**src/rtl/axa_mult_arbiter_if.sv**
```systemverilog
// ---------------------------------------------------------------------------
// axa_mult_arbiter_if
// Purpose : bundles the two requester ports, the shared result bus and the
//           external 2x2 multiplier control/data into one interface.
// Modports: slave  - arbiter view (requests/operands/multiplier status in,
//                    grants/done/result/multiplier control out)
//           master - environment view (requesters + multiplier)
// Option  : AXA_ARB_TIMEOUT_EN adds output_Error (watchdog abort pulse).
// ---------------------------------------------------------------------------
interface axa_mult_arbiter_if;
  logic        input_Req0, input_Req1, input_Ack0, input_Ack1;
  logic [31:0] input_R0_A11, input_R0_A12, input_R0_A21, input_R0_A22;
  logic [31:0] input_R0_B11, input_R0_B12, input_R0_B21, input_R0_B22;
  logic [31:0] input_R1_A11, input_R1_A12, input_R1_A21, input_R1_A22;
  logic [31:0] input_R1_B11, input_R1_B12, input_R1_B21, input_R1_B22;
  logic        input_M_AB_Ack, input_M_Stable;
  logic [31:0] input_M_C11, input_M_C12, input_M_C21, input_M_C22;
  logic        output_Grant0, output_Grant1, output_Done0, output_Done1;
  logic [31:0] output_C11, output_C12, output_C21, output_C22;
  logic        output_Busy, output_M_Start, output_M_Stable, output_M_C_Ack;
  logic [31:0] output_M_A11, output_M_A12, output_M_A21, output_M_A22;
  logic [31:0] output_M_B11, output_M_B12, output_M_B21, output_M_B22;
`ifdef AXA_ARB_TIMEOUT_EN
  logic        output_Error;
`endif

  modport slave (
    input  input_Req0, input_Req1, input_Ack0, input_Ack1,
    input  input_R0_A11, input_R0_A12, input_R0_A21, input_R0_A22,
    input  input_R0_B11, input_R0_B12, input_R0_B21, input_R0_B22,
    input  input_R1_A11, input_R1_A12, input_R1_A21, input_R1_A22,
    input  input_R1_B11, input_R1_B12, input_R1_B21, input_R1_B22,
    input  input_M_AB_Ack, input_M_Stable,
    input  input_M_C11, input_M_C12, input_M_C21, input_M_C22,
`ifdef AXA_ARB_TIMEOUT_EN
    output output_Error,
`endif
    output output_Grant0, output_Grant1, output_Done0, output_Done1,
    output output_C11, output_C12, output_C21, output_C22,
    output output_Busy, output_M_Start, output_M_Stable, output_M_C_Ack,
    output output_M_A11, output_M_A12, output_M_A21, output_M_A22,
    output output_M_B11, output_M_B12, output_M_B21, output_M_B22
  );

  modport master (
    output input_Req0, input_Req1, input_Ack0, input_Ack1,
    output input_R0_A11, input_R0_A12, input_R0_A21, input_R0_A22,
    output input_R0_B11, input_R0_B12, input_R0_B21, input_R0_B22,
    output input_R1_A11, input_R1_A12, input_R1_A21, input_R1_A22,
    output input_R1_B11, input_R1_B12, input_R1_B21, input_R1_B22,
    output input_M_AB_Ack, input_M_Stable,
    output input_M_C11, input_M_C12, input_M_C21, input_M_C22,
`ifdef AXA_ARB_TIMEOUT_EN
    input  output_Error,
`endif
    input  output_Grant0, output_Grant1, output_Done0, output_Done1,
    input  output_C11, output_C12, output_C21, output_C22,
    input  output_Busy, output_M_Start, output_M_Stable, output_M_C_Ack,
    input  output_M_A11, output_M_A12, output_M_A21, output_M_A22,
    input  output_M_B11, output_M_B12, output_M_B21, output_M_B22
  );
endinterface

```
**src/rtl/axa_mult_arbiter.sv**
```systemverilog
// ---------------------------------------------------------------------------
// axa_mult_arbiter
// Purpose : round-robin arbiter giving two requesters shared access to one
//           external 2x2 single-precision matrix multiplier. Operands and
//           results are passed through unchanged (no arithmetic here).
// Ports   : input_Clk   - clock, rising edge
//           input_Reset - asynchronous, active-low reset
//           bus         - axa_mult_arbiter_if.slave (requests, operands,
//                         grants, done, result bus, multiplier handshake)
// Option  : AXA_ARB_TIMEOUT_EN adds an 8-bit watchdog that aborts a stuck
//           multiplier operation after 256 cycles and pulses output_Error.
//
// state     | meaning
// ----------+---------------------------------------------------------------
// IDLE      | waiting for a request; operands captured on the granting edge
// ISSUE     | M_Start/M_Stable high until the multiplier acks the operands
// WAIT_RES  | M_Stable high, waiting for the multiplier result to be stable
// DELIVER   | Done of the granted requester high, result held on output_C*
// ---------------------------------------------------------------------------
module axa_mult_arbiter (
  input  logic             input_Clk,
  input  logic             input_Reset,
  axa_mult_arbiter_if.slave bus
);

  typedef enum logic [1:0] {S_IDLE, S_ISSUE, S_WAIT_RES, S_DELIVER} state_t;

  state_t           r_state, w_state_nxt;
  logic             r_last;      // requester served last (reset: 1)
  logic             r_gnt_id;    // requester owning the current transaction
  logic             r_grant0, r_grant1, r_c_ack;
  logic [3:0][31:0] r_m_a, r_m_b, r_c;

  logic [3:0][31:0] w_a0, w_b0, w_a1, w_b1, w_mc;
  logic             w_any, w_sel, w_ack_sel;
  logic             w_issue, w_latch_c, w_release;

  // Index order 0..3 = 11, 12, 21, 22
  assign w_a0 = {bus.input_R0_A22, bus.input_R0_A21, bus.input_R0_A12, bus.input_R0_A11};
  assign w_b0 = {bus.input_R0_B22, bus.input_R0_B21, bus.input_R0_B12, bus.input_R0_B11};
  assign w_a1 = {bus.input_R1_A22, bus.input_R1_A21, bus.input_R1_A12, bus.input_R1_A11};
  assign w_b1 = {bus.input_R1_B22, bus.input_R1_B21, bus.input_R1_B12, bus.input_R1_B11};
  assign w_mc = {bus.input_M_C22, bus.input_M_C21, bus.input_M_C12, bus.input_M_C11};

  // Both requesting: the one not served last wins; otherwise the only one.
  assign w_any     = bus.input_Req0 | bus.input_Req1;
  assign w_sel     = (bus.input_Req0 & bus.input_Req1) ? ~r_last : bus.input_Req1;
  assign w_ack_sel = r_gnt_id ? bus.input_Ack1 : bus.input_Ack0;

`ifdef AXA_ARB_TIMEOUT_EN
  logic [7:0] r_wdog;
  logic       r_error;
  logic       w_timeout;

  assign w_timeout = ((r_state == S_ISSUE) || (r_state == S_WAIT_RES)) && (r_wdog == 8'd255);
`endif

  always_comb begin
    w_state_nxt = r_state;
    w_issue     = 1'b0;
    w_latch_c   = 1'b0;
    w_release   = 1'b0;
    case (r_state)
      S_IDLE: begin
        if (w_any) begin
          w_state_nxt = S_ISSUE;
          w_issue     = 1'b1;
        end
      end
      S_ISSUE: begin
        if (bus.input_M_AB_Ack) w_state_nxt = S_WAIT_RES;
      end
      S_WAIT_RES: begin
        if (bus.input_M_Stable) begin
          w_state_nxt = S_DELIVER;
          w_latch_c   = 1'b1;
        end
      end
      S_DELIVER: begin
        // The multiplier must have released M_Stable before the next issue.
        if (w_ack_sel && !bus.input_M_Stable) begin
          w_state_nxt = S_IDLE;
          w_release   = 1'b1;
        end
      end
      default: w_state_nxt = S_IDLE;
    endcase
`ifdef AXA_ARB_TIMEOUT_EN
    // Abort wins over a result arriving in the same cycle: no Done is given.
    if (w_timeout) begin
      w_state_nxt = S_IDLE;
      w_latch_c   = 1'b0;
      w_release   = 1'b1;
    end
`endif
  end

  always_ff @(posedge input_Clk or negedge input_Reset) begin
    if (!input_Reset) begin
      r_state  <= S_IDLE;
      r_last   <= 1'b1;
      r_gnt_id <= 1'b0;
      r_grant0 <= 1'b0;
      r_grant1 <= 1'b0;
      r_c_ack  <= 1'b0;
      r_m_a    <= '0;
      r_m_b    <= '0;
      r_c      <= '0;
    end else begin
      r_state  <= w_state_nxt;
      r_grant0 <= w_issue & ~w_sel;
      r_grant1 <= w_issue & w_sel;
      r_c_ack  <= w_latch_c;
      if (w_issue) begin
        r_gnt_id <= w_sel;
        r_m_a    <= w_sel ? w_a1 : w_a0;
        r_m_b    <= w_sel ? w_b1 : w_b0;
      end
      if (w_latch_c) r_c    <= w_mc;
      if (w_release) r_last <= r_gnt_id;
    end
  end

`ifdef AXA_ARB_TIMEOUT_EN
  always_ff @(posedge input_Clk or negedge input_Reset) begin
    if (!input_Reset) begin
      r_wdog  <= 8'd0;
      r_error <= 1'b0;
    end else begin
      r_error <= w_timeout;
      if (w_issue) r_wdog <= 8'd0;
      else if ((r_state == S_ISSUE) || (r_state == S_WAIT_RES)) r_wdog <= r_wdog + 8'd1;
    end
  end

  assign bus.output_Error = r_error;
`endif

  assign bus.output_Busy     = (r_state != S_IDLE);
  assign bus.output_M_Start  = (r_state == S_ISSUE);
  assign bus.output_M_Stable = (r_state == S_ISSUE) || (r_state == S_WAIT_RES);
  assign bus.output_M_C_Ack  = r_c_ack;
  assign bus.output_Grant0   = r_grant0;
  assign bus.output_Grant1   = r_grant1;
  assign bus.output_Done0    = (r_state == S_DELIVER) && !r_gnt_id;
  assign bus.output_Done1    = (r_state == S_DELIVER) && r_gnt_id;

  assign bus.output_M_A11 = r_m_a[0];
  assign bus.output_M_A12 = r_m_a[1];
  assign bus.output_M_A21 = r_m_a[2];
  assign bus.output_M_A22 = r_m_a[3];
  assign bus.output_M_B11 = r_m_b[0];
  assign bus.output_M_B12 = r_m_b[1];
  assign bus.output_M_B21 = r_m_b[2];
  assign bus.output_M_B22 = r_m_b[3];
  assign bus.output_C11   = r_c[0];
  assign bus.output_C12   = r_c[1];
  assign bus.output_C21   = r_c[2];
  assign bus.output_C22   = r_c[3];

endmodule

```
**src/flat_wrapper.sv**
```systemverilog
// flat-port wrapper written by rule: the top's interface ports become plain ports
module axa_mult_arbiter_flat 
  (input_Clk, input_Reset, bus_input_Req0, bus_input_Req1, bus_input_Ack0, bus_input_Ack1, bus_input_R0_A11, bus_input_R0_A12, bus_input_R0_A21, bus_input_R0_A22, bus_input_R0_B11, bus_input_R0_B12, bus_input_R0_B21, bus_input_R0_B22, bus_input_R1_A11, bus_input_R1_A12, bus_input_R1_A21, bus_input_R1_A22, bus_input_R1_B11, bus_input_R1_B12, bus_input_R1_B21, bus_input_R1_B22, bus_input_M_AB_Ack, bus_input_M_Stable, bus_input_M_C11, bus_input_M_C12, bus_input_M_C21, bus_input_M_C22, bus_output_Grant0, bus_output_Grant1, bus_output_Done0, bus_output_Done1, bus_output_C11, bus_output_C12, bus_output_C21, bus_output_C22, bus_output_Busy, bus_output_M_Start, bus_output_M_Stable, bus_output_M_C_Ack, bus_output_M_A11, bus_output_M_A12, bus_output_M_A21, bus_output_M_A22, bus_output_M_B11, bus_output_M_B12, bus_output_M_B21, bus_output_M_B22);
  axa_mult_arbiter_if bus_i ();
  input  logic input_Clk;
  input  logic input_Reset;
  input wire logic [$bits(bus_i.input_Req0)-1:0] bus_input_Req0;
  input wire logic [$bits(bus_i.input_Req1)-1:0] bus_input_Req1;
  input wire logic [$bits(bus_i.input_Ack0)-1:0] bus_input_Ack0;
  input wire logic [$bits(bus_i.input_Ack1)-1:0] bus_input_Ack1;
  input wire logic [$bits(bus_i.input_R0_A11)-1:0] bus_input_R0_A11;
  input wire logic [$bits(bus_i.input_R0_A12)-1:0] bus_input_R0_A12;
  input wire logic [$bits(bus_i.input_R0_A21)-1:0] bus_input_R0_A21;
  input wire logic [$bits(bus_i.input_R0_A22)-1:0] bus_input_R0_A22;
  input wire logic [$bits(bus_i.input_R0_B11)-1:0] bus_input_R0_B11;
  input wire logic [$bits(bus_i.input_R0_B12)-1:0] bus_input_R0_B12;
  input wire logic [$bits(bus_i.input_R0_B21)-1:0] bus_input_R0_B21;
  input wire logic [$bits(bus_i.input_R0_B22)-1:0] bus_input_R0_B22;
  input wire logic [$bits(bus_i.input_R1_A11)-1:0] bus_input_R1_A11;
  input wire logic [$bits(bus_i.input_R1_A12)-1:0] bus_input_R1_A12;
  input wire logic [$bits(bus_i.input_R1_A21)-1:0] bus_input_R1_A21;
  input wire logic [$bits(bus_i.input_R1_A22)-1:0] bus_input_R1_A22;
  input wire logic [$bits(bus_i.input_R1_B11)-1:0] bus_input_R1_B11;
  input wire logic [$bits(bus_i.input_R1_B12)-1:0] bus_input_R1_B12;
  input wire logic [$bits(bus_i.input_R1_B21)-1:0] bus_input_R1_B21;
  input wire logic [$bits(bus_i.input_R1_B22)-1:0] bus_input_R1_B22;
  input wire logic [$bits(bus_i.input_M_AB_Ack)-1:0] bus_input_M_AB_Ack;
  input wire logic [$bits(bus_i.input_M_Stable)-1:0] bus_input_M_Stable;
  input wire logic [$bits(bus_i.input_M_C11)-1:0] bus_input_M_C11;
  input wire logic [$bits(bus_i.input_M_C12)-1:0] bus_input_M_C12;
  input wire logic [$bits(bus_i.input_M_C21)-1:0] bus_input_M_C21;
  input wire logic [$bits(bus_i.input_M_C22)-1:0] bus_input_M_C22;
  output wire logic [$bits(bus_i.output_Grant0)-1:0] bus_output_Grant0;
  output wire logic [$bits(bus_i.output_Grant1)-1:0] bus_output_Grant1;
  output wire logic [$bits(bus_i.output_Done0)-1:0] bus_output_Done0;
  output wire logic [$bits(bus_i.output_Done1)-1:0] bus_output_Done1;
  output wire logic [$bits(bus_i.output_C11)-1:0] bus_output_C11;
  output wire logic [$bits(bus_i.output_C12)-1:0] bus_output_C12;
  output wire logic [$bits(bus_i.output_C21)-1:0] bus_output_C21;
  output wire logic [$bits(bus_i.output_C22)-1:0] bus_output_C22;
  output wire logic [$bits(bus_i.output_Busy)-1:0] bus_output_Busy;
  output wire logic [$bits(bus_i.output_M_Start)-1:0] bus_output_M_Start;
  output wire logic [$bits(bus_i.output_M_Stable)-1:0] bus_output_M_Stable;
  output wire logic [$bits(bus_i.output_M_C_Ack)-1:0] bus_output_M_C_Ack;
  output wire logic [$bits(bus_i.output_M_A11)-1:0] bus_output_M_A11;
  output wire logic [$bits(bus_i.output_M_A12)-1:0] bus_output_M_A12;
  output wire logic [$bits(bus_i.output_M_A21)-1:0] bus_output_M_A21;
  output wire logic [$bits(bus_i.output_M_A22)-1:0] bus_output_M_A22;
  output wire logic [$bits(bus_i.output_M_B11)-1:0] bus_output_M_B11;
  output wire logic [$bits(bus_i.output_M_B12)-1:0] bus_output_M_B12;
  output wire logic [$bits(bus_i.output_M_B21)-1:0] bus_output_M_B21;
  output wire logic [$bits(bus_i.output_M_B22)-1:0] bus_output_M_B22;
  assign bus_i.input_Req0 = bus_input_Req0;
  assign bus_i.input_Req1 = bus_input_Req1;
  assign bus_i.input_Ack0 = bus_input_Ack0;
  assign bus_i.input_Ack1 = bus_input_Ack1;
  assign bus_i.input_R0_A11 = bus_input_R0_A11;
  assign bus_i.input_R0_A12 = bus_input_R0_A12;
  assign bus_i.input_R0_A21 = bus_input_R0_A21;
  assign bus_i.input_R0_A22 = bus_input_R0_A22;
  assign bus_i.input_R0_B11 = bus_input_R0_B11;
  assign bus_i.input_R0_B12 = bus_input_R0_B12;
  assign bus_i.input_R0_B21 = bus_input_R0_B21;
  assign bus_i.input_R0_B22 = bus_input_R0_B22;
  assign bus_i.input_R1_A11 = bus_input_R1_A11;
  assign bus_i.input_R1_A12 = bus_input_R1_A12;
  assign bus_i.input_R1_A21 = bus_input_R1_A21;
  assign bus_i.input_R1_A22 = bus_input_R1_A22;
  assign bus_i.input_R1_B11 = bus_input_R1_B11;
  assign bus_i.input_R1_B12 = bus_input_R1_B12;
  assign bus_i.input_R1_B21 = bus_input_R1_B21;
  assign bus_i.input_R1_B22 = bus_input_R1_B22;
  assign bus_i.input_M_AB_Ack = bus_input_M_AB_Ack;
  assign bus_i.input_M_Stable = bus_input_M_Stable;
  assign bus_i.input_M_C11 = bus_input_M_C11;
  assign bus_i.input_M_C12 = bus_input_M_C12;
  assign bus_i.input_M_C21 = bus_input_M_C21;
  assign bus_i.input_M_C22 = bus_input_M_C22;
  assign bus_output_Grant0 = bus_i.output_Grant0;
  assign bus_output_Grant1 = bus_i.output_Grant1;
  assign bus_output_Done0 = bus_i.output_Done0;
  assign bus_output_Done1 = bus_i.output_Done1;
  assign bus_output_C11 = bus_i.output_C11;
  assign bus_output_C12 = bus_i.output_C12;
  assign bus_output_C21 = bus_i.output_C21;
  assign bus_output_C22 = bus_i.output_C22;
  assign bus_output_Busy = bus_i.output_Busy;
  assign bus_output_M_Start = bus_i.output_M_Start;
  assign bus_output_M_Stable = bus_i.output_M_Stable;
  assign bus_output_M_C_Ack = bus_i.output_M_C_Ack;
  assign bus_output_M_A11 = bus_i.output_M_A11;
  assign bus_output_M_A12 = bus_i.output_M_A12;
  assign bus_output_M_A21 = bus_i.output_M_A21;
  assign bus_output_M_A22 = bus_i.output_M_A22;
  assign bus_output_M_B11 = bus_i.output_M_B11;
  assign bus_output_M_B12 = bus_i.output_M_B12;
  assign bus_output_M_B21 = bus_i.output_M_B21;
  assign bus_output_M_B22 = bus_i.output_M_B22;
  axa_mult_arbiter u_core (.input_Clk(input_Clk), .input_Reset(input_Reset), .bus(bus_i));
endmodule
```
**config.mk**
```make
export PLATFORM = sky130hd
export DESIGN_NAME = axa_mult_arbiter_flat
export DESIGN_NICKNAME = d
export VERILOG_FILES = /design/src/rtl/axa_mult_arbiter_if.sv /design/src/rtl/axa_mult_arbiter.sv /design/src/flat_wrapper.sv
export SDC_FILE = /design/constraint.sdc
export NUM_CORES = 1
export LEC_CHECK = 0
export BUFFER_PORTS_ARGS = -buffer_cell sky130_fd_sc_hd__buf_2
export CORE_AREA = 2 2 406 408
export CTS_BUF_LIST = sky130_fd_sc_hd__clkbuf_4 sky130_fd_sc_hd__clkbuf_8
export CTS_CLUSTER_SIZE = 14
export DETAILED_ROUTE_END_ITERATION = 10
export DIE_AREA = 0 0 408 410
export SYNTH_ARGS = -nofsm -noshare
export SYNTH_HDL_FRONTEND = slang
export SYNTH_SLANG_ARGS = --single-unit
```
**constraint.sdc**
```tcl
create_clock -name input_Clk -period 1.63 [get_ports input_Clk]
set_input_delay 0.163 -clock input_Clk [delete_from_list [all_inputs] [get_ports input_Clk]]
set_output_delay 0.163 -clock input_Clk [all_outputs]
set_load 0.03 [all_outputs]
```
==> impl_metrics.csv, run 1 <==
group,metric,value,unit
status,status,"complete, but fails checks",
status,violations,"setup timing",
power,clkPwrFrac,0.168,
sta,fin_skew,37.4,ps
die,start_util,0.100,
clock_network,cts_buffer_depth,3,
die,io_pins,1040,
critical_path,rrSetupSlack,-290,ps
critical_path,worstPathRequired,2270,ps
synth,syn_area,16400,µm²
global_routing,antenna_found_initial,25,
sta,setup-violations-final,404,
routing,avgViaCountPerCell,3.85,
place,place_ws,-221,ps
synth,ys_top_cells_by_count,"dfrtp_1 (390), a221o_1 (256), and3_1 (256)",
global_routing,grt_usage,0.149,
synth,yosysWarnings,0,
critical_path,crit_type,"flop to flop",
critical_path,timing.rr.end,"u_core.bus.output_M_B11[28]$_DFFE_PN0P_",
clock_network,tritoncts,"built",
clock_network,cts_buffers,77,
routing,vias,20500,
place,numPortBuffers,1039,
sta,grt_setup_unrepaired,"true",
critical_path,path_cells,"inv_2 -> ha_4 -> buf_6 -> and2_4 -> buf_12 -> buf_12 -> and3_1 -> a221o_1",
global_routing,grt_pass1_wl,173000,µm
routing,drt-initial-drc-count,2278,
critical_path,cp-start-kind,"flop",
synth,synth_nets,1847,
critical_path,slowest_stage,"dfrtp_1",
clock_network,root_buffer,"clkbuf_8",
sta,slew_headroom,0.703,
global_routing,grt-ovfl-total,0,
sta,period_needed,1920,ps
die,die-area,167000,µm²
global_routing,grt_use_met3,0.0587,
layout,final_util,0.224,
layout,layout-drive-gt1-share,0.524,
global_routing,grt_use_met1,0.184,
power,combPwrFrac,0.577,
place,dp_hpwl,97700,µm
layout,finalNonFillerCells,5315,
layout,areaGrowthSynthToFinish,123,%
routing,drc,0,
die,die_y,410,µm
power,power,70.9,mW
synth,postSynthAreaPerCell,13.7,µm²
place,dp.cells,4416,
sta,hold_viol_final,0,
synth,ys_ff_latch,391,
routing,dr.pass1.iters,7,
synth,ys_top_cells_by_area,"dfrtp_1 (59%), a221o_1 (16%), and3_1 (9.8%)",
layout,nets,3699,
die,coreArea,163000,µm²
critical_path,endpoint_kind,"flop",
critical_path,worstPathArrival,2560,ps
die,die_x,408,µm
worst_hold_path,hp-class,"primary input to async pin",
power,p_seq_frac,0.255,
sta,worstMarginPinSlew,444,ps
sta,finalMaxSlewViolations,0,
critical_path,worst_path_most_repeated_cell,"buf_12",
synth,synth_edf_count,0,
synth,ys_seq_area_frac,0.597,
routing,wl,138000,µm
synth,yosys.area.top_type,"dfrtp_1",
place,gp_congestion,1.01,
clock_network,cts.sinks,391,
global_routing,use_met2,0.217,
synth,yosysMostFrequentCell,"dfrtp_1",
job,maxCapViolations,0,
die,rows,149,
routing,ant_nets,0,
synth,netlist.area_leader.share,0.595,
clock_network,path_clk_slew,100,ps
clock_network,htreeDepth,3,
power,power_density,1940,nW/µm²
synth,synthArstFlopShare,1.00,
synth,synth_ff_type,"dfrtp_1",
clock_network,clkLatencyLatePin,750,ps
synth,synth.distinct_cells,29,
global_routing,top_usage_layer,"met2",
synth,netlist_instances,1195,
power,swShare,0.473,
global_routing,grt_max_degree,68,
power,internal-power,37.4,mW
sta,layout_setup_ws,-285,ps
power,netSwitchingPower,33.5,mW
critical_path,r2r_start,"u_core.r_state[0]$_DFFE_PN0P_",
sta,fmax,522,MHz
critical_path,reg2reg_depth,8,
power,vdd_ir_drop_max,0.871,mV
power,p_leak,17.7,nW
sta,fin_crit_sh,1.18,
critical_path,critPathMaxStageDelay,380,ps
routing,avgRoutedWirePerCell,26.0,µm
critical_path,cp_max_fo,34,
global_routing,grt_pass1_vias,20400,
[worst max-delay path: cells and delay by family, from the launching register on]
family,cells,cell delay [ps]
simple gates,2,390
buf+inv,4,560
flops,1,380
fa+ha+maj,1,170
compound gates,1,260
[area by class of cell]
| cell class | count | area, µm² |
|---|---|---|
| clock inverters | 28 | 368 |
| clock buffers | 113 | 1410 |
| flip-flops and latches | 391 | 9790 |
| inverters | 5 | 23.8 |
| well taps | 2189 | 2740 |
| fillers | 17200 | 127000 |
| multi-input cells | 672 | 6840 |
| diodes | 17 | 42.5 |
| repair buffers | 1900 | 15400 |
[cell families (layout without fill, tap and decap cells)]
family | count (synthesis) | in the layout | synth area share
other | 0 | 17 | 0
adder cells (fa/ha/maj) | 4 | 4 | 0.00305
AND/OR/NAND/NOR | 271 | 271 | 0.103
flip-flops | 391 | 391 | 0.597
buffers and inverters | 132 | 2046 | 0.0468
multiplexers | 129 | 129 | 0.0886
AO/OA/AOI/OAI | 268 | 268 | 0.162
[worst max-delay path by stage]
stage / end / startpoint
after floorplan: u_core.bus.output_M_A11[0]$_DFFE_PN0P_ / u_core.r_state[0]$_DFFE_PN0P_
after global placement: u_core.bus.output_C22[8]$_DFFE_PN0P_ / u_core.r_state[0]$_DFFE_PN0P_
after detailed placement: u_core.bus.output_C22[6]$_DFFE_PN0P_ / u_core.r_state[0]$_DFFE_PN0P_
after CTS: bus_output_Done1 / u_core.r_state[0]$_DFFE_PN0P_
after global routing: bus_output_Done1 / u_core.r_state[1]$_DFFE_PN0P_
final: u_core.bus.output_M_B11[28]$_DFFE_PN0P_ / u_core.r_state[0]$_DFFE_PN0P_
[power by group through the flow]
stage          registers, mW  clock network [mW]  logic [mW]
3_5_place_dp            17.6                   0        33.1
4_1_cts                 17.7                12.3        37.9
2_1_floorplan           26.2                   0        8.61
3_3_place_gp            17.4                   0        33.0
6_report                18.1                11.9        40.9
5_1_grt                 18.4                12.7        42.5
[per-layer routing]
layer  routed length (µm)  vias to the layer above
li1                     -                     8499
met1                55700                    10100
met2                58100                     1532
met3                15200                      342
met4                 9400                        8
met5                   51                        -
[registers in the layout, summed over array words and instances, names as in the netlist, 2 cells and up]
signal and count:
u_core.bus.output_C11 32, u_core.bus.output_C12 32, u_core.bus.output_C21 32, u_core.bus.output_C22 32, u_core.bus.output_M_A11 32, u_core.bus.output_M_A12 32, u_core.bus.output_M_A21 32, u_core.bus.output_M_A22 32
u_core.bus.output_M_B11 32, u_core.bus.output_M_B12 32, u_core.bus.output_M_B21 32, u_core.bus.output_M_B22 32, u_core.r_state 2
[cells in the final DEF (no fill, tap or decap), types with 10 or more instances in the layout]
cell type / synthesis / final
diode_2: 0 / 17
and3_1: 256 / 171
buf_4: 2 / 91
dfrtp_1: 390 / 385
mux2_4: 0 / 127
dlygate4sd3_1: 0 / 647
clkbuf_4: 0 / 24
buf_16: 0 / 14
buf_6: 25 / 32
buf_2: 43 / 984
a221o_1: 256 / 256
buf_12: 0 / 76
clkinv_2: 0 / 10
and3_4: 0 / 85
clkbuf_8: 0 / 89
clkbuf_16: 0 / 23
buf_8: 2 / 33
[repair_timing]
action / 4_1_cts / 5_1_grt
setup endpoints to repair: 599 / 539
hold endpoints to repair: 779 / 0
setup buffers: 39 / 18
pin swaps: 22 / 8
gates cloned: 11 / 27
hold buffers: 648 / 0
resized for setup: 269 / 204
[stage by stage]
| stage | cell area [µm²] | TNS (ps) | hold slack, ps |
|---|---|---|---|
| 2_1_floorplan | 16600 | -13080 | -133 |
| 3_3_place_gp | 25200 | -47530 | 77.7 |
| 3_5_place_dp | 25200 | -40540 | 80.2 |
| 4_1_cts | 35000 | -107610 | 1.17 |
| 5_1_grt | 36600 | -123380 | 29.5 |
| 6_report | 36600 | -87830 | 82.4 |
(Power assumes the default switching activity.)
==> run 2: changes to the inputs <==
--- a/config.mk
+++ b/config.mk
@@ -6,11 +6,11 @@
 export NUM_CORES = 1
 export LEC_CHECK = 0
 export BUFFER_PORTS_ARGS = -buffer_cell sky130_fd_sc_hd__buf_2
-export CORE_AREA = 2 2 406 408
+export CORE_AREA = 2 2 403 405
 export CTS_BUF_LIST = sky130_fd_sc_hd__clkbuf_4 sky130_fd_sc_hd__clkbuf_8
 export CTS_CLUSTER_SIZE = 14
 export DETAILED_ROUTE_END_ITERATION = 10
-export DIE_AREA = 0 0 408 410
+export DIE_AREA = 0 0 405 407
 export SYNTH_ARGS = -nofsm -noshare
 export SYNTH_HDL_FRONTEND = slang
 export SYNTH_SLANG_ARGS = --single-unit
==> run 2 against run 1 <==
Register-to-register slack lost 130 ps. First-iteration DRC count shrank 5.3%. Combinational power shrank 7.8%. Clock-buffer cell count shrank 7. Sequential cell count is the same. Sequential power is essentially flat. Power shrank 6.9%. The flow still finishes with violations (setup timing). Fmax shrank 6.3%. Critical endpoint is now u_core.bus.output_M_A21[31]$_DFFE_PN0P_. Final cell count shrank 1.1%.
==> impl_metrics.csv, run 2 (same netlist as run 1, synthesis figures left out) <==
group,metric,value,unit
power,power_density,1870,nW/µm²
critical_path,rrSetupSlack,-410,ps
global_routing,grt_pass1_wl,170000,µm
routing,drt-initial-drc-count,2157,
worst_hold_path,hp-class,"primary input to async pin",
clock_network,cts_buffers,71,
critical_path,worstPathArrival,2680,ps
critical_path,cp-startpoint,"u_core.r_state[0]$_DFFE_PN0P_",
status,violations,"setup timing",
global_routing,grt_usage,0.150,
critical_path,timing.rr.end,"u_core.bus.output_M_A21[31]$_DFFE_PN0P_",
critical_path,r2r_start,"u_core.r_state[0]$_DFFE_PN0P_",
routing,ant_nets,0,
die,die_y,407,µm
layout,layout-drive-gt1-share,0.521,
die,io_pins,1040,
clock_network,clkLatencyLatePin,780,ps
layout,final_common_cell,"buf_2",
critical_path,cp_max_fo,20,
clock_network,root_buffer,"clkbuf_8",
clock_network,path_clk_slew,60,ps
layout,areaGrowthSynthToFinish,115,%
sta,fin_skew,61.3,ps
sta,fmax,489,MHz
place,gp_congestion,1.03,
critical_path,path_cells,"inv_2 -> ha_4 -> buf_6 -> buf_6 -> nand2_4 -> a21oi_4 -> buf_12 -> buf_12 -> clkbuf_16 -> a221o_1",
critical_path,slowest_stage,"dfrtp_1",
clock_network,cts.sinks,391,
critical_path,worstPathRequired,2270,ps
die,rows,147,
sta,fin_crit_sh,1.25,
routing,wl,134000,µm
sta,whs,142,ps
sta,layout_setup_ws,-414,ps
critical_path,critPathMaxStageDelay,370,ps
layout,nets,3674,
sta,grt_setup_unrepaired,"true",
job,maxCapViolations,0,
sta,hold_viol_final,0,
place,post_dp_cell_area,25200,µm²
sta,slew_headroom,0.712,
die,start_util,0.102,
layout,final_util,0.221,
critical_path,crit_end,"u_core.bus.output_M_A21[31]$_DFFE_PN0P_",
critical_path,cp-start-kind,"flop",
sta,worstMarginPinSlew,430,ps
place,dp_hpwl,97900,µm
critical_path,crit_type,"flop to flop",
routing,drc,0,
layout,nFillCells,16900,
routing,avgRoutedWirePerCell,25.6,µm
global_routing,antenna_found_initial,42,
die,coreArea,160000,µm²
global_routing,grt_pass1_vias,20800,
power,p_leak,16.9,nW
layout,final_cell_mix,"buf_2 (1016), dlygate4sd3_1 (648), dfrtp_1 (383)",
layout,fin_area,35300,µm²
sta,setup-violations-final,405,
sta,finalMaxSlewViolations,0,
die,die_x,405,µm
routing,dr.pass1.iters,7,
routing,vias,20200,
place,place_ws,-167,ps
global_routing,grt_max_degree,68,
clock_network,tritoncts,"built",
critical_path,endpoint_kind,"flop",
clock_network,htreeDepth,3,
global_routing,grt-ovfl-total,0,
place,numPortBuffers,1039,
sta,period_needed,2040,ps
power,power,66.0,mW
power,vdd_ir_drop_max,0.914,mV
clock_network,cts_buffer_depth,3,
critical_path,reg2reg_depth,10,
die,die-area,165000,µm²
routing,avgViaCountPerCell,3.85,
status,status,"complete, but fails checks",
==> run 2: changes by cell type in the layout (fill, tap and decap cells not counted), sizes merged <==
cell / delta
clkinv: -3
clkinvlp: -1
bufbuf: +1
bufinv: -5
inv: -2
dlygate4sd3: +1
clkbuf: -14
buf: -14
diode: +6
==> run 2: how the worst min path moves through the flow <==
stage / endpoint / slack, ps / cells after the start
2_1_floorplan: u_core.bus.output_C11[0]$_DFFE_PN0P_ / -130 / 0
3_3_place_gp: u_core.bus.output_M_B22[18]$_DFFE_PN0P_ / 90 / 1
3_5_place_dp: u_core.bus.output_M_B21[29]$_DFFE_PN0P_ / 90 / 1
4_1_cts: u_core.bus.output_M_B11[6]$_DFFE_PN0P_ / 7 / 3
5_1_grt: u_core.bus.output_C22[31]$_DFFE_PN0P_ / 40 / 3
6_report: u_core.bus.output_M_B22[22]$_DFFE_PN0P_ / 140 / 3
==> run 2: what timing repair did <==
item	4_1_cts	5_1_grt
resized for setup	186	68
hold buffers	649	0
endpoints found under the hold margin	780	0
pin swaps	60	38
buffers inserted	18	3
cloned	19	19
setup endpoints to repair	588	544
==> run 2: final cells by class <==
class | instances | area (µm²) | area share
diodes | 23 | 57.6 | 0.00163
clock buffers | 106 | 1330 | 0.0377
clock inverters | 17 | 185 | 0.00524
inverters | 5 | 23.8 | 0.000673
multi-input cells | 672 | 6410 | 0.181
flip-flops and latches | 391 | 9790 | 0.277
well taps | 2160 | 2700 | 0.0765
repair buffers | 1881 | 14800 | 0.420
==> run 2: metrics by stage <==
stage	TNS, ps	std cells
5_1_grt	-144050	5245
3_5_place_dp	-37020	4403
2_1_floorplan	-13080	1195
6_report	-104230	5255
3_3_place_gp	-43430	4403
4_1_cts	-131180	5212
==> run 2: routing by layer <==
layer,routed length [µm],track usage,up-vias
li1,-,-,8441
met1,50700,0.173,9868
met2,58700,0.228,1490
met3,16100,0.0674,408
met4,8630,0.0920,28
met5,256,0,-
==> run 2: worst max-delay path, delay by kind of cell (launching register included) <==
kind                       cells  cell delay [ps]
AOI/OAI and AO/OA              2              390
adders and majority gates      1              170
buffers and inverters          6              860
DFF                            1              370
and+or+nand+nor                1               50
==> run 2: power breakdown <==
| part | internal (mW) | switching (mW) | leakage (nW) | total [mW] |
|---|---|---|---|---|
| sequential | 14.5 | 3.43 | 4.78 | 17.9 |
| clock | 5.50 | 4.90 | 0.807 | 10.4 |
| combinational | 14.1 | 23.6 | 11.3 | 37.7 |
| total | 34.1 | 32.0 | 16.9 | 66.0 |
==> run 3: changes to the inputs <==
--- a/config.mk
+++ b/config.mk
@@ -11,6 +11,7 @@
 export CTS_CLUSTER_SIZE = 14
 export DETAILED_ROUTE_END_ITERATION = 10
 export DIE_AREA = 0 0 405 407
+export SETUP_SLACK_MARGIN = 0.1
 export SYNTH_ARGS = -nofsm -noshare
 export SYNTH_HDL_FRONTEND = slang
 export SYNTH_SLANG_ARGS = --single-unit
==> run 3 against run 2 <==
The run still ends with setup timing left. Clock-buffer cell count increased by 5. Sequential share of layout area hardly changed. Via count decreased by 1.0%. Routed wire length grew 5.0%. Register-to-register slack improved by 50 ps. Non-clock buffer count up 9. Power is 4.9% higher. Global-route usage grew 1.1 points. Worst setup slack gained 54 ps. Utilization hardly changed.
==> impl_metrics.csv, run 3 (same netlist as run 1, synthesis figures left out) <==
group,metric,value,unit
status,status,"complete, but fails checks",
status,violations,"setup timing",
layout,layout-drive-gt1-share,0.509,
critical_path,r2r_start,"u_core.r_state[1]$_DFFE_PN0P_",
die,die-area,165000,µm²
clock_network,path_clk_slew,70,ps
clock_network,clkLatencyLatePin,750,ps
place,dp_hpwl,107000,µm
sta,slew_headroom,0.646,
global_routing,top_usage_layer,"met2",
critical_path,worstPathArrival,2610,ps
die,io_pins,1040,
sta,fmax,502,MHz
job,maxCapViolations,0,
place,place_ws,-157,ps
power,vdd_ir_drop_max,0.941,mV
critical_path,cp-start-kind,"flop",
global_routing,grt_pass1_wl,179000,µm
sta,grt_setup_unrepaired,"true",
sta,hold_viol_final,0,
critical_path,reg2reg_depth,9,
routing,avgRoutedWirePerCell,26.8,µm
global_routing,grt_usage,0.161,
layout,finalNonFillerCells,5269,
clock_network,cts.sinks,391,
clock_network,cts_buffers,75,
power,p_leak,17.1,nW
place,numPortBuffers,1039,
layout,nets,3687,
critical_path,crit_type,"flop to flop",
global_routing,grt-ovfl-total,0,
clock_network,cts_buffer_depth,3,
routing,dr.pass1.iters,7,
critical_path,path_cells,"buf_4 -> inv_4 -> ha_4 -> and2_4 -> buf_12 -> buf_4 -> buf_16 -> and3_1 -> a221o_1",
critical_path,timing.rr.end,"u_core.bus.output_M_B12[26]$_DFFE_PN0P_",
sta,worstMarginPinSlew,531,ps
clock_network,htreeDepth,3,
sta,period_needed,1990,ps
layout,final_common_cell,"buf_2",
clock_network,tritoncts,"built",
sta,fin_crit_sh,1.22,
global_routing,grt_use_met3,0.0546,
global_routing,antenna_found_initial,27,
sta,layout_setup_ws,-360,ps
clock_network,root_buffer,"clkbuf_8",
place,gp_congestion,0.997,
global_routing,use_met2,0.252,
critical_path,cp_max_fo,14,
critical_path,crit_end,"u_core.bus.output_M_B12[26]$_DFFE_PN0P_",
sta,finalMaxSlewViolations,0,
routing,avgViaCountPerCell,3.80,
critical_path,slowest_stage,"dfrtp_1",
layout,final_cell_mix,"buf_2 (962), dlygate4sd3_1 (648), dfrtp_1 (380)",
die,start_util,0.102,
die,die_y,407,µm
routing,ant_nets,0,
routing,vias,20000,
routing,wl,141000,µm
critical_path,cp-startpoint,"u_core.r_state[1]$_DFFE_PN0P_",
critical_path,rrSetupSlack,-360,ps
routing,drt-initial-drc-count,1826,
critical_path,worst_path_most_repeated_cell,"buf_4",
die,rows,147,
layout,areaGrowthSynthToFinish,116,%
global_routing,grt_pass1_vias,20500,
die,die_x,405,µm
sta,fin_skew,40.9,ps
routing,drc,0,
global_routing,grt_max_degree,87,
power,power_density,1960,nW/µm²
place,dp.cells,4372,
critical_path,critPathMaxStageDelay,370,ps
critical_path,worstPathRequired,2250,ps
worst_hold_path,hp-class,"primary input to async pin",
sta,setup-violations-final,397,
global_routing,grt_use_met1,0.197,
die,coreArea,160000,µm²
critical_path,endpoint_kind,"flop",
## run 3: changes by cell type in the layout (fill, tap and decap cells not counted), sizes merged, moves of 2 or more
cell and delta:
bufinv +3, buf +21, clkbuf -9, bufbuf +2, clkinv +2, diode -5
## run 3: worst min path at each step
stage                                         endpoint                 from
2_1_floorplan     u_core.bus.output_C11[0]$_DFFE_PN0P_          input_Reset
3_3_place_gp   u_core.bus.output_M_B22[19]$_DFFE_PN0P_          input_Reset
3_5_place_dp   u_core.bus.output_M_B22[19]$_DFFE_PN0P_          input_Reset
4_1_cts         u_core.bus.output_M_A21[2]$_DFFE_PN0P_  bus_input_R1_A21[2]
5_1_grt         u_core.bus.output_M_B22[8]$_DFFE_PN0P_          input_Reset
6_report        u_core.bus.output_M_B22[8]$_DFFE_PN0P_          input_Reset
## run 3: final cells by class
type	count	area [µm²]
sequential	391	9800
clock buffer	111	1410
tap	2160	2700
antenna	18	45.0
clock inverter	22	282
inverter	5	23.8
multi-input combinational	672	6150
timing repair buffer	1890	15000
fill	16900	125000
## run 3: per-layer routing
layer,vias to the layer above,wire (µm)
met5,-,131
met4,16,7240
met3,306,13300
met2,1307,64000
met1,9936,56500
li1,8465,-
## run 3: power breakdown
part	switching, mW	internal, mW	leakage, nW	total, mW
clock	5.13	6.28	0.888	11.4
combinational	25.1	14.7	11.4	39.8
sequential	3.52	14.5	4.78	18.0
## run 3: timing repair
action,in CTS,in global routing
hold endpoints to repair,781,0
buffers inserted,63,11
cloned,21,2
pin swaps,6,12
hold buffers,649,0
endpoints found under the setup margin,778,781
gates resized for setup,280,24
## run 3: stage by stage
step                TNS [ps]  hold slack [ps]  total power [mW]  utilization  instance area, µm²
floorplan              -3750             -133              35.0            -               16700
global placement      -16590             76.0              51.7        0.155               24900
detailed placement    -22000             76.0              51.9        0.155               24900
CTS                   -94580            0.486              69.8        0.219               35100
global route         -123360             52.9              72.1        0.221               35300
finish                -90700              120              69.2        0.221               35400
## run 3: critical path: cells and delay by family (launching register included)
family,cells,cell delay [ps]
AOI/OAI and AO/OA,1,270
adders and majority gates,1,170
buffers and inverters,5,650
DFF,1,370
and+or+nand+nor,2,360
